**config.mk**
```make
export PLATFORM = sky130hd
export DESIGN_NAME = pipeline_hazard_ctrl
export DESIGN_NICKNAME = d
export VERILOG_FILES = /design/src/rtl/pipe_ctrl_pkg.sv /design/src/rtl/hazard_fwd_unit.sv /design/src/rtl/pipeline_hazard_ctrl.sv
export SDC_FILE = /design/constraint.sdc
export NUM_CORES = 1
export LEC_CHECK = 0
export ABC_AREA = 0
export CAP_MARGIN = 20
export CORE_ASPECT_RATIO = 0.5
export CORE_MARGIN = 2
export CORE_UTILIZATION = 40
export DETAILED_ROUTE_END_ITERATION = 8
export PLACE_DENSITY_LB_ADDON = 0.3
export SKIP_CTS_REPAIR_TIMING = 1
export SYNTH_ARGS = -nofsm -noshare
export SYNTH_HDL_FRONTEND = slang
export SYNTH_HIERARCHICAL = 1
export SYNTH_SLANG_ARGS = --single-unit
```
**constraint.sdc**
```tcl
create_clock -name clk -period 2 [get_ports clk]
set_input_delay 0.2 -clock clk [delete_from_list [all_inputs] [get_ports clk]]
set_output_delay 0.2 -clock clk [all_outputs]
set_load 0.1 [all_outputs]
```
**src/rtl/pipe_ctrl_pkg.sv**
```systemverilog
// pipe_ctrl_pkg: shared encodings for the pipeline sequencing block.
//   fwd_e     operand source select (RF / EX / MEM / WB)
//   pc_sel_e  next-PC source select
//   state_e   hazard FSM states
//   COND_ALWAYS  Bicc cond field of ba
//   stage_hit helper: a stage's destination matches a source register
package pipe_ctrl_pkg;

  typedef enum logic [1:0] {
    FWD_RF  = 2'b00,
    FWD_EX  = 2'b01,
    FWD_MEM = 2'b10,
    FWD_WB  = 2'b11
  } fwd_e;

  typedef enum logic [1:0] {
    PC_SEQ  = 2'b00,
    PC_BR   = 2'b01,
    PC_RSVD = 2'b10,
    PC_HOLD = 2'b11
  } pc_sel_e;

  typedef enum logic {
    ST_RUN   = 1'b0,
    ST_STALL = 1'b1
  } state_e;

  localparam logic [3:0] COND_ALWAYS = 4'b1000;

  // %g0 reads as zero and is never a forwarding source.
  function automatic logic stage_hit(input logic le, input logic [4:0] rd,
                                     input logic [4:0] rs);
    return le && (rd == rs) && (rd != 5'd0);
  endfunction

endpackage

```
**src/rtl/hazard_fwd_unit.sv**
```systemverilog
// hazard_fwd_unit: combinational forwarding select for one ID source operand.
//   rs, use             source register and whether ID reads it
//   ex_/mem_/wb_ rd,le  destination and write enable per downstream stage
//   ex_load             EX holds a load (data not ready yet)
//   fwd                 operand source, EX > MEM > WB > register file
//   load_hit            this operand depends on the load in EX (load-use)
module hazard_fwd_unit
  import pipe_ctrl_pkg::*;
(
  input  logic [4:0] rs,
  input  logic       use_rs,
  input  logic [4:0] ex_rd,
  input  logic       ex_rf_le,
  input  logic       ex_load,
  input  logic [4:0] mem_rd,
  input  logic       mem_rf_le,
  input  logic [4:0] wb_rd,
  input  logic       wb_rf_le,
  output logic [1:0] fwd,
  output logic       load_hit
);

  logic ex_hit, mem_hit, wb_hit;

  always_comb begin
    ex_hit   = stage_hit(ex_rf_le, ex_rd, rs);
    mem_hit  = stage_hit(mem_rf_le, mem_rd, rs);
    wb_hit   = stage_hit(wb_rf_le, wb_rd, rs);
    load_hit = use_rs && ex_load && ex_hit;
    // A load in EX has no data to forward; the stall covers that case, so
    // the EX match is skipped and older stages are still considered.
    if (ex_hit && !ex_load) fwd = FWD_EX;
    else if (mem_hit)       fwd = FWD_MEM;
    else if (wb_hit)        fwd = FWD_WB;
    else                    fwd = FWD_RF;
  end

endmodule

```
**src/rtl/pipeline_hazard_ctrl.sv**
```systemverilog
// pipeline_hazard_ctrl: sequencing for the 5-stage SPARC pipeline.
//   clk, clr (async, active-low)
//   id_rs1/id_rs2, id_use_rs1/id_use_rs2    ID source operands
//   ex_/mem_/wb_ rd, rf_le; ex_load          downstream destinations
//   id_branch, br_taken, br_annul, br_always ID branch resolution
//   pc_le, npc_le, if_id_le, pc_sel          front-end load enables / PC mux
//   if_id_clr                                annul delay slot in IF/ID
//   id_ex_nop                                inject bubble into ID/EX
//   fwd_a, fwd_b                             operand forwarding selects
//   stall_cnt, annul_cnt                     saturating event counters
module pipeline_hazard_ctrl
  import pipe_ctrl_pkg::*;
#(
  parameter int LOAD_STALL_CYCLES = 1,
  parameter int CNT_W             = 16
) (
  input  logic             clk,
  input  logic             clr,
  input  logic [4:0]       id_rs1,
  input  logic [4:0]       id_rs2,
  input  logic             id_use_rs1,
  input  logic             id_use_rs2,
  input  logic [4:0]       ex_rd,
  input  logic [4:0]       mem_rd,
  input  logic [4:0]       wb_rd,
  input  logic             ex_rf_le,
  input  logic             mem_rf_le,
  input  logic             wb_rf_le,
  input  logic             ex_load,
  input  logic             id_branch,
  input  logic             br_taken,
  input  logic             br_annul,
  input  logic             br_always,
  output logic             pc_le,
  output logic             npc_le,
  output logic             if_id_le,
  output logic [1:0]       pc_sel,
  output logic             if_id_clr,
  output logic             id_ex_nop,
  output logic [1:0]       fwd_a,
  output logic [1:0]       fwd_b,
  output logic [CNT_W-1:0] stall_cnt,
  output logic [CNT_W-1:0] annul_cnt
);

  // First hazard cycle is spent in RUN, so STALL covers the remaining
  // LOAD_STALL_CYCLES-1 cycles, counting down to zero.
  localparam logic [2:0] CNT_INIT =
    (LOAD_STALL_CYCLES > 1) ? 3'(LOAD_STALL_CYCLES - 2) : 3'd0;
  localparam logic [CNT_W-1:0] CNT_MAX = {CNT_W{1'b1}};

  state_e     state, state_d;
  logic [2:0] cnt, cnt_d;
  logic [1:0] fwd_a_raw, fwd_b_raw;
  logic       hit_a, hit_b, hz, stall;

  hazard_fwd_unit u_fwd_a (
    .rs        (id_rs1),
    .use_rs    (id_use_rs1),
    .ex_rd     (ex_rd),
    .ex_rf_le  (ex_rf_le),
    .ex_load   (ex_load),
    .mem_rd    (mem_rd),
    .mem_rf_le (mem_rf_le),
    .wb_rd     (wb_rd),
    .wb_rf_le  (wb_rf_le),
    .fwd       (fwd_a_raw),
    .load_hit  (hit_a)
  );

  hazard_fwd_unit u_fwd_b (
    .rs        (id_rs2),
    .use_rs    (id_use_rs2),
    .ex_rd     (ex_rd),
    .ex_rf_le  (ex_rf_le),
    .ex_load   (ex_load),
    .mem_rd    (mem_rd),
    .mem_rf_le (mem_rf_le),
    .wb_rd     (wb_rd),
    .wb_rf_le  (wb_rf_le),
    .fwd       (fwd_b_raw),
    .load_hit  (hit_b)
  );

  assign hz = hit_a | hit_b;

  always_ff @(posedge clk or negedge clr) begin
    if (!clr) begin
      state <= ST_RUN;
      cnt   <= 3'd0;
    end else begin
      state <= state_d;
      cnt   <= cnt_d;
    end
  end

  always_comb begin
    state_d   = state;
    cnt_d     = cnt;
    stall     = 1'b0;
    pc_le     = 1'b1;
    npc_le    = 1'b1;
    if_id_le  = 1'b1;
    pc_sel    = PC_SEQ;
    if_id_clr = 1'b0;
    id_ex_nop = 1'b0;
    fwd_a     = fwd_a_raw;
    fwd_b     = fwd_b_raw;

    case (state)
      ST_RUN: begin
        if (hz) begin
          stall = 1'b1;
          if (LOAD_STALL_CYCLES > 1) begin
            state_d = ST_STALL;
            cnt_d   = CNT_INIT;
          end
        end
      end
      ST_STALL: begin
        stall = 1'b1;
        if (cnt == 3'd0) state_d = ST_RUN;
        else             cnt_d   = cnt - 3'd1;
      end
      default: state_d = ST_RUN;
    endcase

    if (stall) begin
      // Front end frozen: a branch in ID waits and resolves after the stall.
      pc_le     = 1'b0;
      npc_le    = 1'b0;
      if_id_le  = 1'b0;
      pc_sel    = PC_HOLD;
      id_ex_nop = 1'b1;
    end else if (id_branch) begin
      if (br_taken) pc_sel = PC_BR;
      // a=1 annuls the delay slot when untaken, and always for ba.
      if_id_clr = br_annul && (br_always || !br_taken);
    end

    // Reset holds the pipeline frozen with bubbles, independent of clk.
    if (!clr) begin
      pc_le     = 1'b0;
      npc_le    = 1'b0;
      if_id_le  = 1'b0;
      pc_sel    = PC_HOLD;
      if_id_clr = 1'b0;
      id_ex_nop = 1'b1;
      fwd_a     = FWD_RF;
      fwd_b     = FWD_RF;
    end
  end

  always_ff @(posedge clk or negedge clr) begin
    if (!clr) begin
      stall_cnt <= '0;
      annul_cnt <= '0;
    end else begin
      if (id_ex_nop && stall_cnt != CNT_MAX) stall_cnt <= stall_cnt + CNT_W'(1);
      if (if_id_clr && annul_cnt != CNT_MAX) annul_cnt <= annul_cnt + CNT_W'(1);
    end
  end

endmodule

```
After elaboration in Yosys (flattened, before gate mapping). Cells that the tools add are included.

Add/subtract/negate cells: 3. Equal/unequal tests: 8. Muxes and demuxes: 23. Bitwise operators: 3. Reductions and logical operators: 29.

Operators by type and width (count): adder 16 x 1 -> 16 bit, second input constant (2); inequality test 16 bit, second input constant (2); == test 5 bit (6); logical AND 1 bit (21); two-way mux 2 bit (10); nonzero test 5 bit (3); two-way mux 1 bit (12); logical NOT 3 bit (1); subtractor 3 x 1 -> 3 bit, second input constant (1); logical NOT 1 bit (2); inverter 1 bit (2); case mux 1 bit (2 select lines) (1); AND reduction 2 bit (1); logical OR 1 bit (1); OR 1 bit (1).

Register bits: 36. Output and inout bits: 43. Logic and storage cells: 70.

Depth between registers and ports, before layout.
Word-level depth: 10. Gate-level depth with buffers: 8.

By module. The synthesis kept the hierarchy.

By module, submodules not included: pipeline_hazard_ctrl (instances 1, cells each 171, area each 1855.5 sq um, sequential area each 900.9 sq um); hazard_fwd_unit (instances 2, cells each 36, area each 251.5 sq um, sequential area each 0.0 sq um).

Worst setup path after synthesis. OpenSTA, ideal clock, no wires.

Path kind: input to register. From: input port ex_rd[0]. To: register stall_cnt[12]. Setup time: 0.126 ns. Arrival time: 3.936 ns. Data required time: 1.874 ns. Setup slack: -2.061 ns. Stages: 8. Buffers on the path: 0. Path through: or4_4 -> a21oi_2 -> nor4_1 -> nor4b_4 -> inv_1 -> nand3_1 -> nor2_1 -> mux2_2.

Cells in the longest elaborated chain, start to end: 10. Elaborated cells on any way between the ends: 15. Those cells by class: eq/ne: 2; mux: 4; bitwise: 1; reduce/logical: 8.

RTL lines: start, declared (line pipeline_hazard_ctrl.sv:23) `input logic [4:0] ex_rd,`; == test 5 bit (line pipe_ctrl_pkg.sv:33) `return le && (rd == rs) && (rd != 5'd0);`; logical AND 1 bit (line pipe_ctrl_pkg.sv:33); logical AND 1 bit (*) (line pipe_ctrl_pkg.sv:33); logical AND 1 bit (*) (line hazard_fwd_unit.sv:29) `load_hit = use_rs && ex_load && ex_hit;`; via hit_b (line pipeline_hazard_ctrl.sv:55) `logic hit_a, hit_b, hz, stall;`; OR 1 bit (*) (line pipeline_hazard_ctrl.sv:85) `assign hz = hit_a | hit_b;`; two-way mux 1 bit (*) (line pipeline_hazard_ctrl.sv:112) `if (hz) begin`; case mux 1 bit (2 select lines) (*) (line pipeline_hazard_ctrl.sv:110) `case (state)`; two-way mux 1 bit (*) (line pipeline_hazard_ctrl.sv:128) `if (stall) begin`; two-way mux 1 bit (*) (line pipeline_hazard_ctrl.sv:142) `if (!clr) begin`; via id_ex_nop (line pipeline_hazard_ctrl.sv:39) `output logic id_ex_nop,`; logical AND 1 bit (*) (line pipeline_hazard_ctrl.sv:159) `if (id_ex_nop && stall_cnt != CNT_MAX) stall_cnt <= stall_cnt + CNT_W'(1);`; end signal, assigned (line pipeline_hazard_ctrl.sv:159); end, declared (line pipeline_hazard_ctrl.sv:42) `output logic [CNT_W-1:0] stall_cnt,`.

The timed path passes the listed nets; every way through them passes the cells marked *. A chain may end at the register's enable or synchronous reset.

Final worst setup path.
From: input port ex_rd[3]. To: output port if_id_clr.

Cells in the longest elaborated chain, start to end: 9. Elaborated cells on any way between the ends: 14. Those cells by class: eq/ne: 2; mux: 4; bitwise: 1; reduce/logical: 7.

RTL lines: == test 5 bit (line pipe_ctrl_pkg.sv:33); logical AND 1 bit (line pipe_ctrl_pkg.sv:33); logical AND 1 bit (*) (line pipe_ctrl_pkg.sv:33); logical AND 1 bit (*) (line hazard_fwd_unit.sv:29); via hit_a (line pipeline_hazard_ctrl.sv:55); OR 1 bit (*) (line pipeline_hazard_ctrl.sv:85); two-way mux 1 bit (*) (line pipeline_hazard_ctrl.sv:112); case mux 1 bit (2 select lines) (*) (line pipeline_hazard_ctrl.sv:110); two-way mux 1 bit (*) (line pipeline_hazard_ctrl.sv:128); two-way mux 1 bit (*) (line pipeline_hazard_ctrl.sv:142); end, declared (line pipeline_hazard_ctrl.sv:38) `output logic if_id_clr,`.

Marks and branches as above.

==> metrics.csv <==
stage,metric,value,unit
global_route,grt_use_total,19.18,%
yosys,yosysTopAreaCellShare,38.20,%
yosys,synth_top_family_by_area,simple AND/OR/NAND/NOR gates,
sta,finalMaxSlewViolations,0,
worst_hold_path,hp-class,in2async,
setup_path,critPathMaxStageDelay,530,ps
yosys,yosys.area_share.simple,30.13,%
placement,io_buffers,79,
sta,fin_skew,4.281,ps
yosys,avgSynthCellArea,9.706,sq um
yosys,synth_fa_ha_area_share,2.122,%
clock_network,clkTransAtPathRegs,50,ps
sta,period_share,116.4,%
sta,fin_tns_setup,-6624,ps
yosys,netlist_top_cells_count,"xor2_1 (38), dfrtp_1 (36), nand2_1 (21), nand4_1 (15), nor3_1 (15)",
sta,max_slew_margin,47.69,%
clock_network,insertion_delay,280,ps
setup_path,cp.buffers_inverters,4,
clock_network,root_buffer,clkbuf_16,
pwr,leakage,2.007,nW
setup_path,crit_fanout,5,
yosys,synthFlopType,dfrtp_1,
floorplanning,ios,80,
yosys,syn_nets,284,
yosys,synth.area.mux_share,2.281,%
floorplanning,dieArea,0.006564,sq mm
placement,dpl.cell_count,418,
floorplanning,start_util,42.22,%
sta,max_slew.worst_pin.slew,778.6,ps
yosys,synth_cell_types,33,
finish,area_growth,77.29,%
clock_network,cts_sinks,36,
yosys,synth.area.top_cells,"dfrtp_1 (38%), xor2_1 (14%), xnor2_1 (4.8%)",
global_route,antenna_found_initial,0,
finish,fillers,369,
setup_path,start_kind,input port,
yosys,synthCells,243,
setup_path,cpLargestDelayFamily,simple AND/OR/NAND/NOR gates,
detailed_routing,avgRoutedWirePerCell,17.14,microns
outcome,violations,setup timing,
finish,fin_nets,405,
detailed_routing,vias_per_cell,5.458,
yosys,synth_compound_area_share,5.411,%
finish,drive_gt1_share,44.51,%
pwr,power_density,880.8,mW/mm^2
finish,diodes,0,
setup_path,endpoint_kind,output pin,
finish,final_area,0.004182,sq mm
setup_path,path_cells,"clkbuf_2, or4_4, a21oi_4, nor4_4, nor4b_4, o2111ai_4, buf_12, clkinvlp_4, buf_12",
setup_path,crit_required,1800,ps
finish,finalNonFillerCells,437,
detailed_routing,via_count,2385,
detailed_routing,ant_nets,0,
global_route,grt_pass1_wl,10.12,mm
global_route,grt_overflow_total,0,
yosys,seq_area_frac_synth,38.20,%
sta,hold_viol_final,0,
detailed_routing,drtIter0Drc,140,
global_route,grt_max_degree,37,
placement,dpl_cell_area,0.003536,sq mm
sta,worst_slack,-327.5,ps
pwr,fin_total_pwr,3.683,mW
outcome,status,"finished, violations left",
yosys,synthesis.area,0.002359,sq mm
setup_path,cp_common_cell,buf_12,
detailed_routing,route.detailed.drc,0,
yosys,synth.most_common_cell,xor2_1,
placement,gp_congestion,0.9049,
detailed_routing,wl,7.488,mm
sta,grt_setup_unrepaired,yes,
sta,fmax,429.6,MHz
yosys,synth-seq-cells,36,
run,maxCapViolations,0,
yosys,synthArstFlopShare,100.0,%
sta,fin_crit,2328,ps
floorplanning,die_x,112.6,microns
yosys,ys_warn_count,6,
yosys,synth_xor_area_share,18.94,%
global_route,grt_pass1_vias,2114,
clock_network,clockBufferDepth,2,
setup_path,worstSetupPathType,in2out,
finish,final_util,74.85,%
clock_network,cts_htree_levels,2,
placement,place_ws,-842.5,ps
floorplanning,die_h,58.30,microns
setup_path,slowest_stage,or4_4,
floorplanning,rows,19,
placement,dp_hpwl,4.866,mm
yosys,yosys.area.top_type,dfrtp_1,
setup_path,arrival,2130,ps
detailed_routing,first_pass_iters,4,
floorplanning,coreArea,0.005587,sq mm
yosys,synth_edf_count,0,
clock_network,cts_tree,done,
clock_network,cts-buffers-inserted,5,
pwr,ir_drop,1.321,mV
sta,final-setup-viol-count,31,
sta,fin_hold_ws,104.1,ps
-- registers in the layout (all words and copies together), names as in the netlist --
signal	count
stall_cnt	16
cnt	3
state	1
annul_cnt	16
-- cells in the final DEF, fill, tap and decap left out, types with 6 or more instances in the layout --
master           count
nor4_4               6
clkdlybuf4s50_1     11
or2_2                6
buf_4               61
nand4_1             15
and4_1               8
xnor2_1             11
clkbuf_16            6
dfrtp_1             36
nand3_1              6
buf_12              12
nand2_1             19
xor2_1              38
dlymetal6s2s_1      21
inv_1                6
buf_6                8
-- path summary, 6_finish.rpt --
check / from / endpoint / slack, ps / cells past startpoint
setup / recovery: ex_rd[3] / if_id_clr / -330 / 9
hold / removal: clr / annul_cnt[2]$_DFFE_PN0P_ / 100 / 2
setup reg to reg: stall_cnt[0]$_DFFE_PN0P_ / stall_cnt[15]$_DFFE_PN0P_ / -110 / 5
hold reg to reg: cnt[2]$_DFFE_PN0P_ / cnt[2]$_DFFE_PN0P_ / 490 / 2
max in group asynchronous: clr / stall_cnt[6]$_DFFE_PN0P_ / 1570 / 2
min in group clk: cnt[2]$_DFFE_PN0P_ / cnt[2]$_DFFE_PN0P_ / 490 / 2
-- cell families (layout without fill, tap and decap cells) --
| logic type | count (synthesis) | count (layout) |
|---|---|---|
| compound gates | 17 | 17 |
| flops | 36 | 36 |
| fa+ha+maj | 4 | 4 |
| mux | 5 | 5 |
| xor+xnor | 51 | 51 |
| buf+inv | 13 | 134 |
| simple gates | 117 | 117 |
-- power breakdown --
part / internal, mW / total, mW / leakage (nW) / switching, mW
clock: 0.522 / 0.796 / 0.0760 / 0.275
combinational: 0.511 / 1.82 / 1.46 / 1.31
sequential: 0.852 / 1.06 / 0.476 / 0.210
-- area by class of cell --
cell class	instances	area, sq um	area share (%)
Clock buffer	7	152.6	3.650
Inverter	8	36.28	0.8677
Multi-Input combinational cell	194	1769	42.31
Sequential cell	36	900.9	21.54
Timing Repair Buffer	119	1231	29.44
Tap cell	73	91.34	2.184
-- per-layer routing --
layer	wire length, microns	up-vias	global-route usage [%]
met5	0	-	0
met4	135	0	6.969
met3	399	14	3.913
met2	3637	79	30.20
met1	3316	1161	26.74
li1	-	1131	-
(Power assumes the default switching activity.)
